### src/rtl/telem_pkg.sv
// Shared types and defaults for the telemetry frame transmitter.
// Defining TELEM_TX_CHKSUM_EN adds the CSUM state to the frame FSM.
package telem_pkg;

    typedef logic [7:0] telem_byte_t;

    localparam int          NUM_COORDS_DEF = 4;
    localparam telem_byte_t SYNC_BYTE_DEF  = 8'hA5;

    typedef enum logic [2:0] {
        ST_IDLE = 3'd0,
        ST_SNAP = 3'd1,
        ST_SYNC = 3'd2,
        ST_SEQ  = 3'd3,
        ST_DATA = 3'd4
`ifdef TELEM_TX_CHKSUM_EN
        , ST_CSUM = 3'd5
`endif
    } tx_state_t;

endpackage

### src/rtl/telem_snap_buf.sv
// Snapshot register file: one slot per coordinate, one write port and one
// asynchronous read port. Contents are deliberately not reset.
module telem_snap_buf
    import telem_pkg::*;
#(
    parameter int NUM_COORDS = NUM_COORDS_DEF,
    parameter int AW         = 2
) (
    input  logic          clk,
    input  logic          i_wr_en,
    input  logic [AW-1:0] i_wr_idx,
    input  logic [7:0]    i_wr_data,
    input  logic [AW-1:0] i_rd_idx,
    output logic [7:0]    o_rd_data
);

    logic [7:0] r_mem [NUM_COORDS];

    always_ff @(posedge clk) begin
        if (i_wr_en) begin
            r_mem[i_wr_idx] <= i_wr_data;
        end
    end

    assign o_rd_data = r_mem[i_rd_idx];

endmodule

### src/rtl/telem_frame_tx.sv
// Telemetry frame transmitter: snapshots the coordinate bank, then sends
// SYNC, SEQ, D[0..N-1] (+ CSUM when TELEM_TX_CHKSUM_EN is defined) over valid/ready.
//
// state | meaning
// IDLE  | waiting for start
// SNAP  | walking coord_addr and capturing coord_data one cycle later
// SYNC  | presenting SYNC_BYTE
// SEQ   | presenting frame sequence number
// DATA  | presenting snapshot slot r_idx
// CSUM  | presenting XOR of SEQ and all data bytes (macro build only)
module telem_frame_tx
    import telem_pkg::*;
#(
    parameter int         NUM_COORDS = NUM_COORDS_DEF,
    parameter logic [7:0] SYNC_BYTE  = SYNC_BYTE_DEF
) (
    input  logic       clk,
    input  logic       rst,
    input  logic       start,
    output logic [7:0] coord_addr,
    input  logic [7:0] coord_data,
    output logic       tx_valid,
    output logic [7:0] tx_byte,
    input  logic       tx_ready,
    output logic       busy,
    output logic       done
);

    localparam int         AW       = (NUM_COORDS > 1) ? $clog2(NUM_COORDS) : 1;
    localparam logic [7:0] LAST_IDX = 8'(NUM_COORDS - 1);

    tx_state_t  r_state;
    tx_state_t  w_state_nxt;
    logic [7:0] r_addr;
    logic [7:0] r_idx;
    logic [7:0] r_seq;
    logic       r_cap_en;
    logic       r_done;
    logic       w_xfer;
    logic       w_last_xfer;
    logic       w_snap_last;
    logic       w_buf_wr;
    logic [7:0] w_buf_rd;
`ifdef TELEM_TX_CHKSUM_EN
    logic [7:0] r_csum;
`endif

    // r_cap_en lags the address by one cycle, so r_idx is always the slot being written.
    assign w_buf_wr    = (r_state == ST_SNAP) && r_cap_en;
    assign w_snap_last = w_buf_wr && (r_idx == LAST_IDX);
    assign w_xfer      = tx_valid && tx_ready;

    telem_snap_buf #(
        .NUM_COORDS (NUM_COORDS),
        .AW         (AW)
    ) u_snap_buf (
        .clk        (clk),
        .i_wr_en    (w_buf_wr),
        .i_wr_idx   (r_idx[AW-1:0]),
        .i_wr_data  (coord_data),
        .i_rd_idx   (r_idx[AW-1:0]),
        .o_rd_data  (w_buf_rd)
    );

    always_ff @(posedge clk) begin
        if (rst) begin
            r_state <= ST_IDLE;
        end else begin
            r_state <= w_state_nxt;
        end
    end

    always_comb begin
        w_state_nxt = r_state;
        tx_valid    = 1'b0;
        tx_byte     = 8'h00;
        w_last_xfer = 1'b0;
        case (r_state)
            ST_IDLE: begin
                if (start) w_state_nxt = ST_SNAP;
            end
            ST_SNAP: begin
                if (w_snap_last) w_state_nxt = ST_SYNC;
            end
            ST_SYNC: begin
                tx_valid = 1'b1;
                tx_byte  = SYNC_BYTE;
                if (tx_ready) w_state_nxt = ST_SEQ;
            end
            ST_SEQ: begin
                tx_valid = 1'b1;
                tx_byte  = r_seq;
                if (tx_ready) w_state_nxt = ST_DATA;
            end
            ST_DATA: begin
                tx_valid = 1'b1;
                tx_byte  = w_buf_rd;
                if (tx_ready && (r_idx == LAST_IDX)) begin
`ifdef TELEM_TX_CHKSUM_EN
                    w_state_nxt = ST_CSUM;
`else
                    w_state_nxt = ST_IDLE;
                    w_last_xfer = 1'b1;
`endif
                end
            end
`ifdef TELEM_TX_CHKSUM_EN
            ST_CSUM: begin
                tx_valid = 1'b1;
                tx_byte  = r_csum;
                if (tx_ready) begin
                    w_state_nxt = ST_IDLE;
                    w_last_xfer = 1'b1;
                end
            end
`endif
            default: w_state_nxt = ST_IDLE;
        endcase
    end

    always_ff @(posedge clk) begin
        if (rst) begin
            r_addr   <= 8'h00;
            r_idx    <= 8'h00;
            r_seq    <= 8'h00;
            r_cap_en <= 1'b0;
            r_done   <= 1'b0;
`ifdef TELEM_TX_CHKSUM_EN
            r_csum   <= 8'h00;
`endif
        end else begin
            r_done <= w_last_xfer;
            if (w_last_xfer) r_seq <= r_seq + 8'd1;
            case (r_state)
                ST_IDLE: begin
                    if (start) begin
                        r_addr   <= 8'h00;
                        r_idx    <= 8'h00;
                        r_cap_en <= 1'b0;
`ifdef TELEM_TX_CHKSUM_EN
                        r_csum   <= r_seq;
`endif
                    end
                end
                ST_SNAP: begin
                    r_cap_en <= 1'b1;
                    if (r_addr != LAST_IDX) r_addr <= r_addr + 8'd1;
                    if (r_cap_en) begin
                        r_idx <= w_snap_last ? 8'h00 : r_idx + 8'd1;
`ifdef TELEM_TX_CHKSUM_EN
                        r_csum <= r_csum ^ coord_data;
`endif
                    end
                end
                ST_DATA: begin
                    if (w_xfer) r_idx <= (r_idx == LAST_IDX) ? 8'h00 : r_idx + 8'd1;
                end
                default: ;
            endcase
        end
    end

    assign coord_addr = r_addr;
    assign busy       = (r_state != ST_IDLE);
    assign done       = r_done;

endmodule

### config.mk
export PLATFORM = sky130hd
export DESIGN_NAME = telem_frame_tx
export DESIGN_NICKNAME = d
export VERILOG_FILES = /design/src/rtl/telem_pkg.sv /design/src/rtl/telem_snap_buf.sv /design/src/rtl/telem_frame_tx.sv
export SDC_FILE = /design/constraint.sdc
export NUM_CORES = 1
export LEC_CHECK = 0
export ABC_AREA = 0
export CAP_MARGIN = 20
export CORE_AREA = 2 2 89 91
export CTS_CLUSTER_DIAMETER = 40
export CTS_CLUSTER_SIZE = 8
export DETAILED_ROUTE_END_ITERATION = 10
export DIE_AREA = 0 0 91 93
export PLACE_DENSITY = 0.69
export SLEW_MARGIN = 10
export SYNTH_ARGS = -nofsm -noshare
export SYNTH_HDL_FRONTEND = slang
export SYNTH_SLANG_ARGS = --single-unit
### constraint.sdc
create_clock -name clk -period 3.2 [get_ports clk]
set_input_delay 0.64 -clock clk [delete_from_list [all_inputs] [get_ports clk]]
set_output_delay 0.64 -clock clk [all_outputs]
set_load 0.1 [all_outputs]
==> results of run 1 <==
==> flip-flops by register name, indices dropped and copies added (netlist names), named ones only <==
name              flops
r_cap_en              1
done                  1
coord_addr            8
r_idx                 8
r_seq                 8
r_state               3
u_snap_buf.r_mem     32
==> worst register-to-register path: stages (launching register included) <==
cell       delay (ps)
dfxtp_1           400
ha_1              310
nor3b_1           450
a2bb2oi_1         150
o31ai_2           530
a21oi_1           110
==> worst max path at each step <==
stage / start / to / slack [ps] / cells after the start
floorplan: r_state[0]$_SDFFE_PP0P_ / tx_byte[0] / 510 / 4
global placement: tx_ready / flip-flop / 750 / 5
detailed placement: start / r_idx[1]$_SDFFE_PP0P_ / 680 / 5
CTS: flip-flop / tx_byte[3] / 450 / 3
global route: flip-flop / tx_byte[3] / 390 / 3
finish: flip-flop / tx_byte[3] / 500 / 3
==> layout make-up <==
class                           instances  share of cell area
Clock inverter                          7              0.0220
Clock buffer                            9              0.0346
Timing Repair Buffer                   33               0.108
Tap cell                              102              0.0356
Multi-Input combinational cell        166               0.349
Sequential cell                        63               0.441
Inverter                                9             0.00942
==> cell families (layout without fill, tap and decap cells) <==
kind of cell / Yosys count / in the layout / share of synthesized area
adder cells (fa/ha/maj): 6 / 6 / 0.0257
multiplexers: 12 / 12 / 0.0757
AND/OR/NAND/NOR: 90 / 90 / 0.183
flip-flops: 63 / 63 / 0.541
XOR/XNOR: 6 / 6 / 0.0180
buffers and inverters: 20 / 58 / 0.0316
AO/OA/AOI/OAI: 52 / 52 / 0.126
==> through the flow <==
step | cells | power, uW | utilization | setup slack, ps | cell area, sq um
6_report | 389 | 1910 | 0.476 | 500 | 3580
4_1_cts | 389 | 1940 | 0.476 | 450 | 3580
3_5_place_dp | 373 | 1240 | 0.449 | 679 | 3380
2_1_floorplan | 249 | 1140 | - | 509 | 2930
5_1_grt | 389 | 1990 | 0.476 | 392 | 3580
3_3_place_gp | 373 | 1230 | 0.449 | 750 | 3380
==> cell usage after synthesis, types with 2 or more instances <==
cell type and instances:
edfxtp_1 32, dfxtp_1 31, nor2_1 17, a21oi_1 16
nand2_1 16, nand3_1 15, inv_1 9, mux4_2 8
o21ai_1 7, o31ai_1 7, or4_1 7, and3_1 6
ha_1 6, clkbuf_1 5, nand4_1 5, o21ai_0 5
a22o_1 4, a2111o_1 3, mux2i_1 3, nor4_1 3
o2111ai_1 3, or3_1 3, xnor2_1 3, xor2_1 3
buf_2 2, buf_4 2, nand2b_1 2, nor3_1 2
nor3b_1 2
==> routing by layer <==
metal / GRT usage / vias up / share of wire
li1: - / 1025 / -
met2: 0.245 / 39 / 0.49
met1: 0.185 / 1031 / 0.45
met3: 0.0467 / 9 / 0.039
met4: 0.0619 / 0 / 0.017
met5: 0 / - / 0
==> report_power, final <==
part | internal (uW) | switching, uW
logic | 114 | 203
clock network | 367 | 328
registers | 868 | 35.0
total | 1350 | 566
==> flow_summary_export.csv, run 1 <==
group,metric,value,unit
outcome,status,"completed",
worst_setup_path,cpPeakStageDelay,670,ps
timing,tightest_slew,596,ps
worst_setup_path,worstSetupStartpointType,"flip-flop",
clocking,worstSkewPairLatency,340,ps
worst_hold_path,hold_path_end,"r_seq[7]$_SDFFE_PP0P_",
synth,netlist_area,2930,sq um
worst_setup_path,cp_top_family,"flip-flops",
clocking,path_clk_slew,70,ps
route,ant_nets,0,
timing,whs,508,ps
route,drc,0,
global_route,grt_overflow_total,0,
layout,num_antenna_cells,0,
worst_setup_path,path_cells,"mux4_2, a22o_1, buf_12",
clocking,h-tree-depth,3,
die,num_rows,32,
global_route,grt_max_degree,20,
timing,relSlewSlack,0.600,
layout,layout_common_cells,"edfxtp_1, dfxtp_1, nor2_1",
worst_setup_path,r2r_setup_slack,1110,ps
layout,drive_gt1_frac,0.192,
die,fp.dieH,93,um
route,wl,5.91,mm
global_route,grt_pass1_vias,2077,
synth,synth_top_area_frac,0.328,
die,start_util,0.389,
global_route,grt_pass1_wl,9.88,mm
die,core-area,7530,sq um
timing,rsz0062_at_grt,"no",
worst_setup_path,cp_max_fo,8,
synth,ys_types,51,
flow_run,maxCapViolations,0,
layout,area_delta_synth_final,22.5,%
worst_setup_path,crit_type,"reg2out",
layout,final_common_cell,"edfxtp_1",
timing,skew,8.42,ps
clocking,cts.hold.buffers_added,0,
worst_setup_path,reg2regPathDepth,5,
worst_setup_path,cp.arrival,2060,ps
clocking,cts_tree,"done",
route,first_pass_iters,4,
route,wire_per_inst,15.2,um
layout,nets,300,
timing,fin_crit_sh,0.844,
worst_setup_path,path_buf_inv,1,
synth,ys_seq_elements,63,
layout,multi_input_area,1250,sq um
timing,fin_tns_setup,0,ps
route,vias,2104,
clocking,clock_path_buffers,2,
synth,avgSynthCellArea,11.7,sq um
synth,seq_area_frac_synth,0.541,
clocking,cts_resized,0,
synth,async_flop_share,0,
power,irDropWorstVdd,362,uV
synth,syn_nets,267,
power,p_leak,0.00120,uW
die,dieArea,8460,sq um
power,power_density,534,nW/um^2
die,die_w,91,um
global_route,antenna_found_initial,0,
clocking,numCtsBuffers,9,
placement,dp_hpwl,4.23,mm
synth,syn_inst,249,
worst_hold_path,hp-start,"r_seq[7]$_SDFFE_PP0P_",
route,initialDrtViolationCount,124,
placement,globalplace.congestion,0.807,
worst_setup_path,cpMaxStageDelayCell,"dfxtp_1",
synth,ys.flop_type,"edfxtp_1",
worst_hold_path,hold_class,"reg2reg",
clocking,cts_num_sinks,63,
timing,hold_viol_final,0,
clocking,cts_setup_buffers,0,
synth,synth_area_leaders,"edfxtp_1, dfxtp_1, mux4_2, a21oi_1, ha_1",
timing,clock.fmax,0.370,GHz
placement,port_buffers,30,
synth,ys.warnings.count,0,
worst_setup_path,cp-end-kind,"output pin",
route,avgViaCountPerCell,5.41,
layout,seqCellArea,1580,sq um
die,pin_count,31,
worst_setup_path,crit_required,2560,ps
worst_setup_path,r2r-start,"r_idx[1]$_SDFFE_PP0P_",
timing,period_minus_slack,2700,ps
clocking,cts-root-buf,"clkbuf_8",
synth,synth_enable_flop_cells,32,
timing,finalSetupViolCount,0,
timing,finalMaxSlewViolations,0,
worst_hold_path,hold_depth,2,
global_route,globalRouteTotalUtil,0.150,
layout,fillCellCount,722,
synth,synth_area_leader_cell,"edfxtp_1",
No activity file was read; power rests on OpenSTA's default activity.
==> run 2, diff against run 1 <==
- clock period: 3.2 -> 2.75 ns (I/O delays scaled with it)
==> flow_summary_export.csv, run 2 (same netlist as run 1, synthesis figures left out) <==
group,metric,value,unit
outcome,status,"completed",
power,power_density,669,nW/um^2
die,dieArea,8460,sq um
power,pwr-share-clk,0.417,
layout,seqCellArea,1580,sq um
power,seq_power_share,0.426,
layout,multi_input_area,1260,sq um
power,p_sw,678,uW
worst_hold_path,hold_depth,2,
layout,final_common_cell,"edfxtp_1",
worst_setup_path,crit_type,"reg2out",
worst_setup_path,cpMaxStageDelayCell,"dfxtp_1",
placement,globalplace.congestion,0.832,
clocking,h-tree-depth,3,
clocking,cts-root-buf,"clkbuf_8",
global_route,grt_overflow_total,0,
global_route,grt_max_degree,19,
worst_hold_path,hp-start,"r_seq[7]$_SDFFE_PP0P_",
clocking,numCtsBuffers,9,
layout,nets,301,
timing,skew,12.4,ps
global_route,grt_pass1_wl,10.1,mm
placement,numPlacedInstances,374,
die,fp.dieH,93,um
flow_run,maxCapViolations,0,
die,pin_count,31,
route,avgViaCountPerCell,5.47,
worst_setup_path,path_buf_inv,2,
timing,clock.fmax,0.397,GHz
clocking,worstSkewPairLatency,340,ps
timing,relSlewSlack,0.614,
die,start_util,0.389,
layout,area_delta_synth_final,24.6,%
clocking,clock_path_buffers,2,
timing,finalSetupViolCount,0,
timing,whs,514,ps
route,wl,6.01,mm
power,combPwrFrac,0.157,
global_route,antenna_found_initial,0,
timing,fin_tns_setup,0,ps
placement,dp_hpwl,4.25,mm
worst_setup_path,reg2regPathDepth,5,
timing,finalMaxSlewViolations,0,
clocking,cts.hold.buffers_added,0,
timing,hold_viol_final,0,
layout,regMostFlops,"u_snap_buf.r_mem",
power,p_leak,0.00124,uW
route,drc,0,
layout,largest_reg_flops,32,
worst_setup_path,cp_max_fo,15,
placement,port_buffers,30,
die,num_rows,32,
route,initialDrtViolationCount,162,
route,vias,2132,
layout,layout_common_cells,"edfxtp_1, dfxtp_1, nor2_1",
power,irDropWorstVdd,523,uV
worst_setup_path,r2r-start,"r_idx[1]$_SDFFE_PP0P_",
route,ant_nets,0,
die,die_w,91,um
timing,period_minus_slack,2520,ps
layout,fin_cells,390,
worst_setup_path,cp.arrival,1970,ps
layout,num_antenna_cells,0,
timing,tightest_slew,575,ps
worst_hold_path,hold_class,"reg2reg",
global_route,grt_pass1_vias,2001,
clocking,path_clk_slew,80,ps
clocking,cts_tree,"done",
die,core-area,7530,sq um
power,p_sw_frac,0.278,
timing,rsz0062_at_grt,"no",
worst_setup_path,path_cells,"inv_1, nor2_1, a22o_1, buf_12",
worst_setup_path,cp-end-kind,"output pin",
clocking,cts_num_sinks,63,
timing,fin_crit_sh,0.916,
global_route,globalRouteTotalUtil,0.154,
layout,fillCellCount,684,
worst_setup_path,r2r_setup_slack,620,ps
worst_setup_path,worstSetupStartpointType,"flip-flop",
worst_setup_path,cpPeakStageDelay,620,ps
route,wire_per_inst,15.4,um
worst_setup_path,cp_top_family,"flip-flops",
layout,drive_gt1_frac,0.198,
worst_setup_path,crit_required,2200,ps
route,first_pass_iters,4,
layout,utilization,0.484,
worst_hold_path,hold_path_end,"r_seq[7]$_SDFFE_PP0P_",
power,p_int,1760,uW
run 2: layout make-up:
cell class / instances / area share
tap: 102 / 0.0350
sequential: 63 / 0.434
clock inverter: 7 / 0.0350
timing repair buffer: 34 / 0.108
inverter: 9 / 0.00927
multi-input combinational: 166 / 0.345
clock buffer: 9 / 0.0340
run 2: tightest hold or removal path, stage by stage (launching register included):
cell	delay, ps
dfxtp_1	340
o31ai_1	70
a21oi_1	60
run 2: layer usage:
metal / up-vias / GRT usage / wire, um
li1: 1029 / - / -
met1: 1039 / 0.203 / 2770
met2: 55 / 0.241 / 2870
met3: 9 / 0.0419 / 300
met4: 0 / 0.0593 / 66
met5: - / 0 / 0
run 2: metrics by stage:
step / setup slack (ps) / power (uW) / instance area [sq um]
after floorplan: 149 / 1330 / 2930
after global placement: 384 / 1440 / 3390
after detailed placement: 336 / 1450 / 3390
after CTS: 146 / 2460 / 3640
after global routing: 96.4 / 2530 / 3650
final: 231 / 2440 / 3650
run 2: worst max path at each step:
stage / startpoint / end / slack, ps / cells after the start
detailed placement: tx_ready / flip-flop / 340 / 5
floorplan: r_state[0]$_SDFFE_PP0P_ / tx_byte[0] / 150 / 4
CTS: r_state[2]$_SDFFE_PP0P_ / tx_byte[2] / 150 / 5
global placement: tx_ready / flip-flop / 380 / 5
global route: r_state[0]$_SDFFE_PP0P_ / tx_byte[1] / 100 / 4
finish: r_state[0]$_SDFFE_PP0P_ / tx_byte[4] / 230 / 4
run 2: power groups by stage:
stage	Combinational (uW)	Clock (uW)	Sequential (uW)
after floorplan	263	0	1070
after global placement	380	0	1060
after detailed placement	385	0	1060
after CTS	387	1040	1040
after global routing	410	1080	1040
final	383	1020	1040
run 2: timing repair:
item                       4_1_cts  5_1_grt
setup endpoints to repair        0        2
resized for setup                0        1
buffers inserted                 0        0
==> run 3, diff against run 2 <==
- CTS_CLUSTER_SIZE: 8 -> not set
- PLACE_DENSITY: 0.69 -> not set
==> flow_summary_export.csv, run 3 (same netlist as run 1, synthesis figures left out) <==
group,metric,value,unit
outcome,status,"completed",
power,power_density,646,nW/um^2
worst_setup_path,cp.arrival,1960,ps
clocking,cts_num_sinks,63,
route,first_pass_iters,4,
layout,fin_cells,391,
power,p_sw_frac,0.287,
timing,fin_tns_setup,0,ps
layout,nets,302,
placement,dp_hpwl,4.45,mm
timing,skew,13.2,ps
placement,dpl_cell_area,3400,sq um
worst_setup_path,crit_required,2200,ps
worst_setup_path,r2r-start,"r_idx[0]$_SDFFE_PP0P_",
worst_setup_path,cp_max_fo,5,
layout,largest_reg_flops,32,
layout,area_delta_synth_final,23.9,%
clocking,h-tree-depth,3,
die,core-area,7530,sq um
placement,numPlacedInstances,375,
power,combPwrFrac,0.165,
worst_setup_path,crit_type,"reg2out",
global_route,grt_max_degree,16,
layout,layout_common_cells,"edfxtp_1, dfxtp_1, nor2_1",
clocking,numCtsBuffers,9,
die,pin_count,31,
route,wire_per_inst,15.8,um
layout,num_antenna_cells,0,
layout,regMostFlops,"u_snap_buf.r_mem",
clocking,cts_tree,"done",
die,fp.dieH,93,um
die,start_util,0.389,
worst_setup_path,r2r_setup_slack,530,ps
die,num_rows,32,
worst_hold_path,hold_class,"reg2reg",
route,wl,6.18,mm
die,die_w,91,um
power,p_sw,672,uW
worst_setup_path,cp-end-kind,"output pin",
worst_setup_path,reg2regPathDepth,5,
die,dieArea,8460,sq um
flow_run,maxCapViolations,0,
power,p_int,1670,uW
timing,period_minus_slack,2510,ps
worst_setup_path,endpoint,"tx_byte[6]",
clocking,worstSkewPairLatency,350,ps
clocking,cts.hold.buffers_added,0,
route,avgViaCountPerCell,5.40,
route,vias,2111,
clocking,cts_setup_buffers,0,
timing,finalSetupViolCount,0,
placement,port_buffers,30,
power,irDropWorstVdd,491,uV
layout,fillCellCount,715,
timing,fin_crit_sh,0.911,
route,initialDrtViolationCount,97,
global_route,antenna_found_initial,0,
power,seq_power_share,0.445,
timing,finalMaxSlewViolations,0,
clocking,clock_path_buffers,2,
clocking,cts_resized,0,
global_route,grt_pass1_vias,2007,
timing,hold_viol_final,0,
power,p_leak,0.00123,uW
clocking,cts-root-buf,"clkbuf_8",
timing,rsz0062_at_grt,"no",
timing,clock.fmax,0.399,GHz
timing,tightest_slew,636,ps
global_route,grt_overflow_total,0,
clocking,path_clk_slew,80,ps
layout,final_common_cell,"edfxtp_1",
power,pwr-share-clk,0.390,
worst_hold_path,hold_depth,2,
route,drc,0,
layout,utilization,0.482,
timing,relSlewSlack,0.573,
global_route,globalRouteTotalUtil,0.162,
global_route,grt_pass1_wl,10.5,mm
route,ant_nets,0,
placement,globalplace.congestion,0.752,
layout,drive_gt1_frac,0.197,
worst_setup_path,worstSetupStartpointType,"flip-flop",
layout,finish.instance_area,3620,sq um
==> run 3: metrics by stage <==
stage	setup WS, ps	hold WS [ps]	total power (uW)
2_1_floorplan	149	453	1330
3_3_place_gp	353	505	1440
3_5_place_dp	287	493	1450
4_1_cts	183	508	2370
5_1_grt	125	538	2450
6_report	245	511	2340
==> run 3: worst min-delay path by stage <==
stage	from	endpoint	slack [ps]
final	r_seq[7]$_SDFFE_PP0P_	r_seq[7]$_SDFFE_PP0P_	510
after global routing	r_seq[7]$_SDFFE_PP0P_	r_seq[7]$_SDFFE_PP0P_	540
after CTS	r_seq[7]$_SDFFE_PP0P_	r_seq[7]$_SDFFE_PP0P_	510
after detailed placement	r_seq[7]$_SDFFE_PP0P_	r_seq[7]$_SDFFE_PP0P_	490
after global placement	r_seq[7]$_SDFFE_PP0P_	r_seq[7]$_SDFFE_PP0P_	510
after floorplan	r_seq[7]$_SDFFE_PP0P_	r_seq[7]$_SDFFE_PP0P_	450
==> run 3: critical path, cell delays in order, from the launching register on <==
cell,delay (ps)
dfxtp_1,450
buf_4,220
mux4_2,540
a22o_1,230
buf_12,170
==> run 3: final cells by class <==
type	count	area, sq um	share of cell area
Sequential cell	63	1580	0.436
Inverter	9	33.8	0.00932
Clock inverter	7	104	0.0287
Clock buffer	9	124	0.0342
Tap cell	102	128	0.0352
Multi-Input combinational cell	166	1250	0.345
Timing Repair Buffer	35	403	0.111
==> run 3: power groups by stage <==
stage | clock, uW | sequential, uW | combinational [uW]
floorplan | 0 | 1070 | 263
CTS | 939 | 1040 | 389
global route | 993 | 1050 | 411
finish | 914 | 1040 | 386
global placement | 0 | 1060 | 383
detailed placement | 0 | 1060 | 388
==> run 3: routing by layer <==
| metal | track usage | share of wire | vias up |
|---|---|---|---|
| li1 | - | - | 1037 |
| met1 | 0.209 | 0.46 | 1026 |
| met2 | 0.252 | 0.49 | 42 |
| met3 | 0.0532 | 0.037 | 6 |
| met4 | 0.0657 | 0.015 | 0 |
| met5 | 0 | 0 | - |
